==> config.mk <==
export PLATFORM = sky130hd
export DESIGN_NAME = ycbcr_conv_axis
export DESIGN_NICKNAME = d
export VERILOG_FILES = /design/src/rtl/ycbcr_pkg.sv /design/src/rtl/ycbcr_conv_axis_dot3.sv /design/src/rtl/ycbcr_conv_axis.sv
export SDC_FILE = /design/constraint.sdc
export NUM_CORES = 1
export LEC_CHECK = 0
export CAP_MARGIN = 20
export CELL_PAD_IN_SITES_DETAIL_PLACEMENT = 1
export CELL_PAD_IN_SITES_GLOBAL_PLACEMENT = 2
export CORE_AREA = 2 2 289 177
export CTS_CLUSTER_DIAMETER = 200
export DETAILED_ROUTE_END_ITERATION = 6
export DIE_AREA = 0 0 291 179
export MAX_ROUTING_LAYER = met4
export PLACE_DENSITY = 0.79
export SETUP_SLACK_MARGIN = 0.2
export SYNTH_ARGS = -nofsm -noshare
export SYNTH_HDL_FRONTEND = slang
export SYNTH_SLANG_ARGS = --single-unit
==> constraint.sdc <==
create_clock -name clk -period 13.8 [get_ports clk]
set_clock_uncertainty 0.05 [all_clocks]
set_input_delay 1.38 -clock clk [delete_from_list [all_inputs] [get_ports clk]]
set_output_delay 1.38 -clock clk [all_outputs]
set_load 0.02 [all_outputs]
==> src/rtl/ycbcr_pkg.sv <==
// Shared types and BT.601/BT.709 coefficient tables for ycbcr_conv_axis.
package ycbcr_pkg;

   typedef enum logic {
      MODE_601 = 1'b0,
      MODE_709 = 1'b1
   } mode_e;

   localparam int CF  = 8;
   localparam int CW  = CF + 2;
   localparam int RND = 2 ** (CF - 1);

   localparam int CH_Y  = 0;
   localparam int CH_CB = 1;
   localparam int CH_CR = 2;

   // Indexed [mode][channel Y/Cb/Cr][component R/G/B]
   localparam logic signed [CW-1:0] COEF [2][3][3] = '{
      '{ '{CW'(77),  CW'(150),  CW'(29)},
         '{CW'(-43), CW'(-85),  CW'(128)},
         '{CW'(128), CW'(-107), CW'(-21)} },
      '{ '{CW'(54),  CW'(183),  CW'(19)},
         '{CW'(-29), CW'(-99),  CW'(128)},
         '{CW'(128), CW'(-116), CW'(-12)} }
   };

endpackage

==> src/rtl/ycbcr_conv_axis_dot3.sv <==
// One output channel: three products (S2), then sum/offset/round/limit into the output register (S3).
// YCBCR_CLAMP_EN selects saturation to [0, 2^DW-1]; otherwise the low DW bits wrap.
module ycbcr_dot3
   import ycbcr_pkg::*;
#(
   parameter int DW  = 8,
   parameter int FB  = 8,
   parameter int CH  = 0,
   parameter int OFS = 0
) (
   input  logic          clk,
   input  logic          rst,
   input  logic          en_p1_i,
   input  logic          en_p2_i,
   input  logic [DW-1:0] r_i,
   input  logic [DW-1:0] g_i,
   input  logic [DW-1:0] b_i,
   input  mode_e         mode_i,
   output logic [DW-1:0] res_o
);

   localparam int PW = DW + FB + 2;
   localparam int SW = DW + FB + 4;
   localparam logic signed [SW-1:0] OFS_S = SW'(OFS);
   localparam logic signed [SW-1:0] RND_S = SW'(RND);
`ifdef YCBCR_CLAMP_EN
   localparam logic signed [SW-1:0] MAX_S = SW'((1 << DW) - 1);
`endif

   logic signed [PW-1:0] prod_p1_q [3];
   logic signed [SW-1:0] sum_d;
   logic signed [SW-1:0] shr_d;
   logic [DW-1:0]        res_d;
   logic [DW-1:0]        res_q;

   // Component is unsigned, so it is zero-extended before the signed multiply.
   function automatic logic signed [PW-1:0] mul(input logic [DW-1:0] c,
                                                input logic signed [CW-1:0] k);
      logic signed [PW-1:0] a;
      logic signed [PW-1:0] b;
      a = {{(PW-DW){1'b0}}, c};
      b = {{(PW-CW){k[CW-1]}}, k};
      return a * b;
   endfunction

   function automatic logic signed [SW-1:0] sext(input logic signed [PW-1:0] p);
      return {{(SW-PW){p[PW-1]}}, p};
   endfunction

   function automatic logic [DW-1:0] limit(input logic signed [SW-1:0] v);
`ifdef YCBCR_CLAMP_EN
      if (v[SW-1])
         return '0;
      else if (v > MAX_S)
         return '1;
      else
         return v[DW-1:0];
`else
      return v[DW-1:0];
`endif
   endfunction

   // S2: products
   always_ff @(posedge clk) begin
      if (en_p1_i) begin
         prod_p1_q[0] <= mul(r_i, COEF[mode_i][CH][0]);
         prod_p1_q[1] <= mul(g_i, COEF[mode_i][CH][1]);
         prod_p1_q[2] <= mul(b_i, COEF[mode_i][CH][2]);
      end
   end

   // S3: sum, offset, round, limit
   always_comb begin
      sum_d = sext(prod_p1_q[0]) + sext(prod_p1_q[1]) + sext(prod_p1_q[2]) + OFS_S + RND_S;
      shr_d = sum_d >>> FB;
      res_d = limit(shr_d);
   end

   always_ff @(posedge clk) begin
      if (rst)
         res_q <= '0;
      else if (en_p2_i)
         res_q <= res_d;
   end

   assign res_o = res_q;

endmodule

==> src/rtl/ycbcr_conv_axis.sv <==
// AXI4-Stream RGB->YCbCr converter, 3-stage pipeline with full backpressure and per-frame BT.601/709 select.
// Build option YCBCR_CLAMP_EN: saturate results instead of wrapping.
module ycbcr_conv_axis
   import ycbcr_pkg::*;
#(
   parameter int DW = 8,
   parameter int CF = 8
) (
   input  logic            clk,
   input  logic            rst,
   input  logic            cfg_mode,
   input  logic            sel,
   input  logic [3*DW-1:0] sel_rgb,
   input  logic [3*DW-1:0] s_axis_video_tdata,
   input  logic            s_axis_video_tvalid,
   output logic            s_axis_video_tready,
   input  logic            s_axis_video_tlast,
   input  logic            s_axis_video_tuser,
   output logic [3*DW-1:0] m_axis_video_tdata,
   output logic            m_axis_video_tvalid,
   input  logic            m_axis_video_tready,
   output logic            m_axis_video_tlast,
   output logic            m_axis_video_tuser
);

   localparam int OFS_C = (1 << (DW - 1)) << CF;

   logic            vld_p0_q, vld_p1_q, vld_p2_q;
   logic            rdy_p0, rdy_p1, rdy_p2;
   logic            acc;
   mode_e           mode_q, mode_d;
   mode_e           mode_p0_q;
   logic [3*DW-1:0] pix_p0_q;
   logic            last_p0_q, user_p0_q;
   logic            last_p1_q, user_p1_q;
   logic            last_p2_q, user_p2_q;
   logic [DW-1:0]   y_c, cb_c, cr_c;

   assign rdy_p2              = !vld_p2_q || m_axis_video_tready;
   assign rdy_p1              = !vld_p1_q || rdy_p2;
   assign rdy_p0              = !vld_p0_q || rdy_p1;
   assign s_axis_video_tready = rdy_p0;
   assign acc                 = s_axis_video_tvalid && rdy_p0;

   // A start-of-frame beat picks up cfg_mode itself, so the new mode applies to that very beat.
   always_comb begin
      mode_d = mode_q;
      if (acc && s_axis_video_tuser)
         mode_d = mode_e'(cfg_mode);
   end

   always_ff @(posedge clk) begin
      if (rst) begin
         vld_p0_q  <= 1'b0;
         vld_p1_q  <= 1'b0;
         vld_p2_q  <= 1'b0;
         last_p2_q <= 1'b0;
         user_p2_q <= 1'b0;
         mode_q    <= MODE_601;
      end else begin
         mode_q <= mode_d;
         if (rdy_p0)
            vld_p0_q <= s_axis_video_tvalid;
         if (rdy_p1)
            vld_p1_q <= vld_p0_q;
         if (rdy_p2) begin
            vld_p2_q  <= vld_p1_q;
            last_p2_q <= last_p1_q;
            user_p2_q <= user_p1_q;
         end
      end
   end

   // S1: pixel capture
   always_ff @(posedge clk) begin
      if (rdy_p0) begin
         pix_p0_q  <= sel ? sel_rgb : s_axis_video_tdata;
         last_p0_q <= s_axis_video_tlast;
         user_p0_q <= s_axis_video_tuser;
         mode_p0_q <= mode_d;
      end
      if (rdy_p1) begin
         last_p1_q <= last_p0_q;
         user_p1_q <= user_p0_q;
      end
   end

   ycbcr_dot3 #(.DW(DW), .FB(CF), .CH(CH_Y), .OFS(0)) u_y (
      .clk     (clk),
      .rst     (rst),
      .en_p1_i (rdy_p1),
      .en_p2_i (rdy_p2),
      .r_i     (pix_p0_q[3*DW-1:2*DW]),
      .g_i     (pix_p0_q[DW-1:0]),
      .b_i     (pix_p0_q[2*DW-1:DW]),
      .mode_i  (mode_p0_q),
      .res_o   (y_c)
   );

   ycbcr_dot3 #(.DW(DW), .FB(CF), .CH(CH_CB), .OFS(OFS_C)) u_cb (
      .clk     (clk),
      .rst     (rst),
      .en_p1_i (rdy_p1),
      .en_p2_i (rdy_p2),
      .r_i     (pix_p0_q[3*DW-1:2*DW]),
      .g_i     (pix_p0_q[DW-1:0]),
      .b_i     (pix_p0_q[2*DW-1:DW]),
      .mode_i  (mode_p0_q),
      .res_o   (cb_c)
   );

   ycbcr_dot3 #(.DW(DW), .FB(CF), .CH(CH_CR), .OFS(OFS_C)) u_cr (
      .clk     (clk),
      .rst     (rst),
      .en_p1_i (rdy_p1),
      .en_p2_i (rdy_p2),
      .r_i     (pix_p0_q[3*DW-1:2*DW]),
      .g_i     (pix_p0_q[DW-1:0]),
      .b_i     (pix_p0_q[2*DW-1:DW]),
      .mode_i  (mode_p0_q),
      .res_o   (cr_c)
   );

   assign m_axis_video_tdata  = {cr_c, cb_c, y_c};
   assign m_axis_video_tvalid = vld_p2_q;
   assign m_axis_video_tlast  = last_p2_q;
   assign m_axis_video_tuser  = user_p2_q;

endmodule

==> reports/metrics.cfg, run 1 <==
[sta]
setup-violations-final = 0
max_slew_margin = 0.3556
max_slew.worst_pin.slew_ns = 0.9667
finalCritPeriodShare = 0.3861
fin_tns_setup_ns = 0
timing_max_transition_violations_final = 0
fmax_mhz = 187.7
final_critical_path_required_period_ns = 5.328
report.final.hold_viol_count = 0
unrepaired_setup_endpoints_after_global_routing = false

[yosys]
yosysTopAreaCell = edfxtp_1
syn_avg_cell_area_sq_um = 10.77
synthArstFlopShare = 0
syn_area_sq_um = 19610
syn_inst = 1821
post_synth_main_area_contributors = edfxtp_1 24%, fa_1 22%, ha_1 21%
synthesis.yosys.warnings = 0
synth_enable_flop_cells = 154
synth.ff_latch_count = 184
synth_top_flop_cell = edfxtp_1
synth_largest_type_area_fraction = 0.2358
synth_seq_area_share = 0.2664
post_synth_num_cell_types = 56

[cts]
clock_tree.buffer_depth = 2
tritoncts_clock_tree = yes
cts_inserted_buffers = 17
post_cts.resized_instances = 0
cts.repair_timing.setup_buffer_count = 0
path_clk_slew_ns = 0.09
tritoncts_num_sinks = 184
htree_levels = 4
worst_skew_pair.late_latency_ns = 0.47
ctsRootBufferMaster = clkbuf_16
cts_hold_buffers = 0

[routing]
dr_total_vias = 12650
route.final.wire_length_mm = 52.34
dr_pass1_iterations = 4
remaining_drc_errors = 0
antenna_violating_nets_post_route = 0
drtIter0Drc = 660
routedWlPerCell_microns = 20.18
vias_per_cell = 4.877

[critical_path]
path_depth = 16
critical_path.n_buffers_inverters = 2
worst_setup_path_end_kind = flip-flop
timing.rr.start = mode_p0_q
startpoint_type = flip-flop
critPathRequiredTime_ns = 13.97
cp_slowest_cell = fa_1
r2r-end = u_cr.prod_p1_q[0][33]
critical_path.startpoint = mode_p0_q
critical_path_class = flip-flop to flip-flop
cp_cell_sequence = buf_4 -> nand2_1 -> fa_1 -> inv_1 -> ha_1 -> ha_1 -> fa_1 -> ha_1 -> fa_1 -> a21o_1 -> a21oi_1 -> nor2b_1 -> o21a_1 -> o41ai_1 -> o21ai_0 -> xnor2_1
worst_path_largest_cell_delay_ns = 0.61
reg2reg_slack_ns = 8.47
endpoint = u_cr.prod_p1_q[0][33]
critPathTopFamily = adder cells
worstPathMaxFanout = 60
crit_arrival_ns = 5.50
reg2reg_depth = 16

[global_routing]
wire_length_of_the_first_global_routing_pass_mm = 82.21
global_route.usage.total = 0.2177
grt_pass1_vias = 13810
antenna_violations_before_repair = 1
grt_overflow_total = 0
grt_start_max_net_pins = 68

[floorplanning]
fp.dieH_microns = 179
floorplan.initialDensity = 0.3931
core-area_sq_um = 49890
io-pin-count = 84
num_rows = 64
die_w_microns = 291
fp.dieArea_sq_um = 52090

[placement]
dpl-instance-area_sq_um = 21290
routabilityCongestion = 0.8946
post-dp-hpwl_mm = 44.84
io_buffer_count = 83

[job]
maxCapViolations = 0

[hold_path]
worstHoldStart = user_p0_q
min_path_type = flip-flop to flip-flop

[run_status]
run_status = completed

[layout]
layout.nets = 2528
area_delta_synth_final_pct = 11.80
layout.core_utilization = 0.4395
layout-drive-gt1-share = 0.04242
final_design_area_no_fill_sq_um = 21930

[metrics by stage]
stage / cells / hold slack [ns] / worst slack [ns]
5_1_grt: 2593 / 0.3817 / 8.133
3_3_place_gp: 2561 / 0.3534 / 8.723
4_1_cts: 2593 / 0.3757 / 8.468
6_report: 2594 / 0.3724 / 8.472
2_1_floorplan: 1842 / 0.3503 / 8.554
3_5_place_dp: 2561 / 0.3686 / 8.502
[cells by family (layout without fill, tap and decap cells)]
logic type               after synthesis  count (layout)  synth area share
AO/OA/AOI/OAI                        204             204           0.06820
XOR/XNOR                             128             128           0.05716
flip-flops                           184             184            0.2664
multiplexers                          28              28           0.01589
other                                  2              24         0.0003829
AND/OR/NAND/NOR                      265             265           0.06827
buffers and inverters                458             549           0.08766
adder cells (fa/ha/maj)              552             552            0.4360
[area by class of cell]
class | instances | area [sq um]
Fill cell | 5425 | 27960
Multi-Input combinational cell | 1200 | 12760
Sequential cell | 184 | 5225
Inverter | 428 | 1607
Timing Repair Buffer | 89 | 870.8
Tap cell | 660 | 825.8
Clock buffer | 17 | 425.4
Clock inverter | 15 | 211.5
Antenna cell | 1 | 2.502
[per-layer routing]
metal | vias up | track usage | share of wire
met5 | - | - | 0
met4 | 0 | 0.03821 | 0.0099
met3 | 28 | 0.06037 | 0.069
met2 | 216 | 0.2987 | 0.40
met1 | 6297 | 0.3197 | 0.52
li1 | 6111 | - | -
[how the worst min path moves through the flow]
| stage | endpoint | slack [ns] | cells after the start |
|---|---|---|---|
| after floorplan | last_p1_q | 0.35 | 0 |
| after global placement | user_p1_q | 0.35 | 0 |
| after detailed placement | user_p1_q | 0.37 | 0 |
| after CTS | user_p1_q | 0.38 | 0 |
| after global routing | user_p1_q | 0.38 | 0 |
| final | user_p1_q | 0.37 | 0 |
[synth_stat cells (4+ instances only)]
library cell and n:
xor2_1 34, dfxtp_1 30, a21boi_0 4, nand2_1 70
and2_1 20, clkbuf_1 29, fa_1 219, or2_2 8
nand4_1 9, edfxtp_1 154, ha_1 333, nand2b_1 34
o21ai_0 22, or4_1 5, o21bai_1 10, a21o_1 25
nand3_1 12, mux2_2 25, a31oi_1 6, o311ai_0 4
inv_1 427, nor2_1 55, nor2b_1 16, nor4_1 4
a22o_1 9, a21oi_1 79, nor3_1 16, o211ai_1 4
o21a_1 9, xnor2_1 94, a211oi_1 11, and3_1 9
[registers in the layout (all words and copies together) (netlist names), 8 cells and up]
signal,count
pix_p0_q,24
u_cb.res_o,8
u_y.res_o,8
u_cb.prod_p1_q,38
u_cr.prod_p1_q,40
u_y.prod_p1_q,47
u_cr.res_o,8
[layout by cell type, fill, tap and decap left out, types with 30 or more instances in the layout]
cell,instances
edfxtp_1,154
nor2_1,55
nand2_1,69
xnor2_1,94
xor2_1,34
ha_1,333
a21oi_1,79
clkdlybuf4s50_1,82
dfxtp_1,30
nand2b_1,34
inv_1,427
fa_1,219
Power of run 1 is not shown: default switching activity piles up to over one toggle a cycle in this logic, so the estimate is an artifact.
==> inputs of run 2 (changes only) <==
Clock period 13.8 ns to 5.5 ns, I/O delays scaled along.
==> run 2 against run 1 <==
Net effect: count of clock-buffer cells in the layout stayed put; sequential share of layout area decreased by 0.16 points; critical path depth grew 3; largest cell class unchanged; final area grew 0.69%; setup slack worse by 8.0 ns; global-route usage barely moved; non-clock buffer count rose by 22; wire length down 0.23%; final cell count increased by 0.85%; critical path type unchanged; highest routed layer unchanged; critical endpoint is now u_y.prod_p1_q[0][32]; fmax grew 6.7%.
==> reports/metrics.cfg, run 2 (synthesized netlist as in run 1, its figures left out) <==
[run_status]
run_status = completed

[critical_path]
critical_path.n_buffers_inverters = 4  ; +2
critPathTopFamily = adder cells
critical_path_class = flip-flop to flip-flop
worst_setup_path_end_kind = flip-flop
startpoint_type = flip-flop
crit_arrival_ns = 5.28  ; -0.22 ns
worst_path_largest_cell_delay_ns = 0.54  ; -0.07 ns
cp_cell_sequence = buf_6 -> buf_4 -> nand2_1 -> xnor2_1 -> ha_1 -> nand2b_1 -> fa_1 -> ha_1 -> inv_1 -> fa_1 -> inv_1 -> ha_1 -> a21o_1 -> a21oi_1 -> o21bai_1 -> a21oi_1 -> o21ai_0 -> or4_1 -> nand4_1
worstPathMaxFanout = 27  ; -55%
cp_slowest_cell = fa_1
critical_path.startpoint = mode_p0_q
crit_path_frequent_cell = ha_1
timing.rr.start = mode_p0_q
critPathRequiredTime_ns = 5.78  ; -8.19 ns

[routing]
top_signal_layer_used = met4
route.met3.wl_mm = 3.508  ; -3.0%
dr_total_vias = 12750  ; +0.74%
antenna_violating_nets_post_route = 0  ; unchanged
route.final.wire_length_mm = 52.22  ; -0.23%
dr_pass1_iterations = 5  ; +1
vias_per_cell = 4.872  ; -0.11%
remaining_drc_errors = 0  ; unchanged
routedWlPerCell_microns = 19.96  ; -1.1%
drtIter0Drc = 804  ; +22%
routed-wl-met2_mm = 20.66  ; -0.74%
wirelength_met1_mm = 27.63  ; +0.82%

[global_routing]
grt_overflow_total = 0  ; unchanged
wire_length_of_the_first_global_routing_pass_mm = 82.05  ; -0.19%
grt_pass1_vias = 13870  ; +0.46%
global_route.usage.total = 0.2180  ; +0.0003348
grt_start_max_net_pins = 119  ; +75%
antenna_violations_before_repair = 1  ; unchanged

[layout]
multi_input_area_sq_um = 12770  ; about the same
area_delta_synth_final_pct = 12.57
largest_registers_in_the_final_layout = u_y.prod_p1_q x47, u_cr.prod_p1_q x40, u_cb.prod_p1_q x38
area.sequential_sq_um = 5225  ; unchanged
num-fill-cells = 5467  ; +0.77%
layout-drive-gt1-share = 0.05422  ; +0.01180
layout.nets = 2550  ; +0.87%
max_reg_flops = 47  ; unchanged
final_common_cell = inv_1
layout.cells.most_common_list = 427 x inv_1, 333 x ha_1, 219 x fa_1
registers.top_by_ff_count = u_y.prod_p1_q

[placement]
io_buffer_count = 83  ; unchanged
post-dp-hpwl_mm = 44.68  ; -0.35%
routabilityCongestion = 0.9186  ; +2.7%

[sta]
max_slew.worst_pin.slew_ns = 0.9694  ; +0.002708 ns
report.final.hold_viol_count = 0  ; unchanged
fin_tns_setup_ns = 0  ; unchanged
final_critical_path_required_period_ns = 4.994  ; -0.3344 ns
setup-violations-final = 0  ; unchanged
finalCritPeriodShare = 0.9080  ; +0.5219
fmax_mhz = 200.2  ; +6.7%
unrepaired_setup_endpoints_after_global_routing = false
max_slew_margin = 0.3491  ; -0.006450
timing_max_transition_violations_final = 0  ; unchanged

[cts]
path_clk_slew_ns = 0.08  ; about the same
tritoncts_clock_tree = yes
tritoncts_num_sinks = 184  ; unchanged
cts.repair_timing.setup_buffer_count = 0  ; unchanged
worst_skew_pair.late_latency_ns = 0.47  ; about the same
post_cts.resized_instances = 0  ; unchanged
ctsRootBufferMaster = clkbuf_16
cts_hold_buffers = 0  ; unchanged
clock_tree.buffer_depth = 2  ; unchanged
cts_inserted_buffers = 17  ; unchanged
htree_levels = 4  ; unchanged

[floorplanning]
io-pin-count = 84  ; unchanged
fp.dieArea_sq_um = 52090  ; unchanged
floorplan.initialDensity = 0.3931  ; unchanged
die_w_microns = 291  ; unchanged
core-area_sq_um = 49890  ; unchanged
num_rows = 64  ; unchanged
fp.dieH_microns = 179  ; unchanged

[job]
maxCapViolations = 0  ; unchanged

[hold_path]
min_path_type = flip-flop to flip-flop
worstHoldStart = user_p0_q

run 2: changes by cell type in the layout (fill, tap and decap cells not counted), sizes merged:
cell / delta
buf: +22
inv: +1
clkinv: -2
bufinv: +1
run 2: per-layer routing:
| layer | vias up | track usage |
|---|---|---|
| li1 | 6157 | - |
| met1 | 6331 | 0.3227 |
| met2 | 235 | 0.2990 |
| met3 | 22 | 0.05851 |
| met4 | 0 | 0.03562 |
| met5 | - | - |
run 2: layout make-up:
cell class                 count  area share
inverter                     428     0.07277
timing repair buffer         111     0.04766
sequential                   184      0.2367
tap                          660     0.03741
antenna                        1   0.0001134
clock inverter                15    0.007708
clock buffer                  17     0.01927
multi-input combinational   1200      0.5784
run 2: stage by stage:
| step | util | hold slack (ns) | instance area (sq um) | std cells | worst slack, ns |
|---|---|---|---|---|---|
| 2_1_floorplan | - | 0.3503 | 19690 | 1842 | 0.5481 |
| 3_3_place_gp | 0.4303 | 0.3564 | 21460 | 2583 | 0.6241 |
| 3_5_place_dp | 0.4303 | 0.3570 | 21460 | 2583 | 0.4330 |
| 4_1_cts | 0.4422 | 0.3772 | 22060 | 2615 | 0.4161 |
| 5_1_grt | 0.4425 | 0.3957 | 22070 | 2615 | 0.2500 |
| 6_report | 0.4425 | 0.3790 | 22080 | 2616 | 0.5062 |
run 2: worst paths after layout:
kind                            cells past startpoint  slack [ns]              endpoint
worst max-delay path                               19        0.51  u_y.prod_p1_q[0][32]
worst min-delay path                                0        0.38             user_p1_q
worst max register to register                     19        0.51  u_y.prod_p1_q[0][32]
worst min register to register                      0        0.38             user_p1_q
Power of run 2 is left out for the same reason.
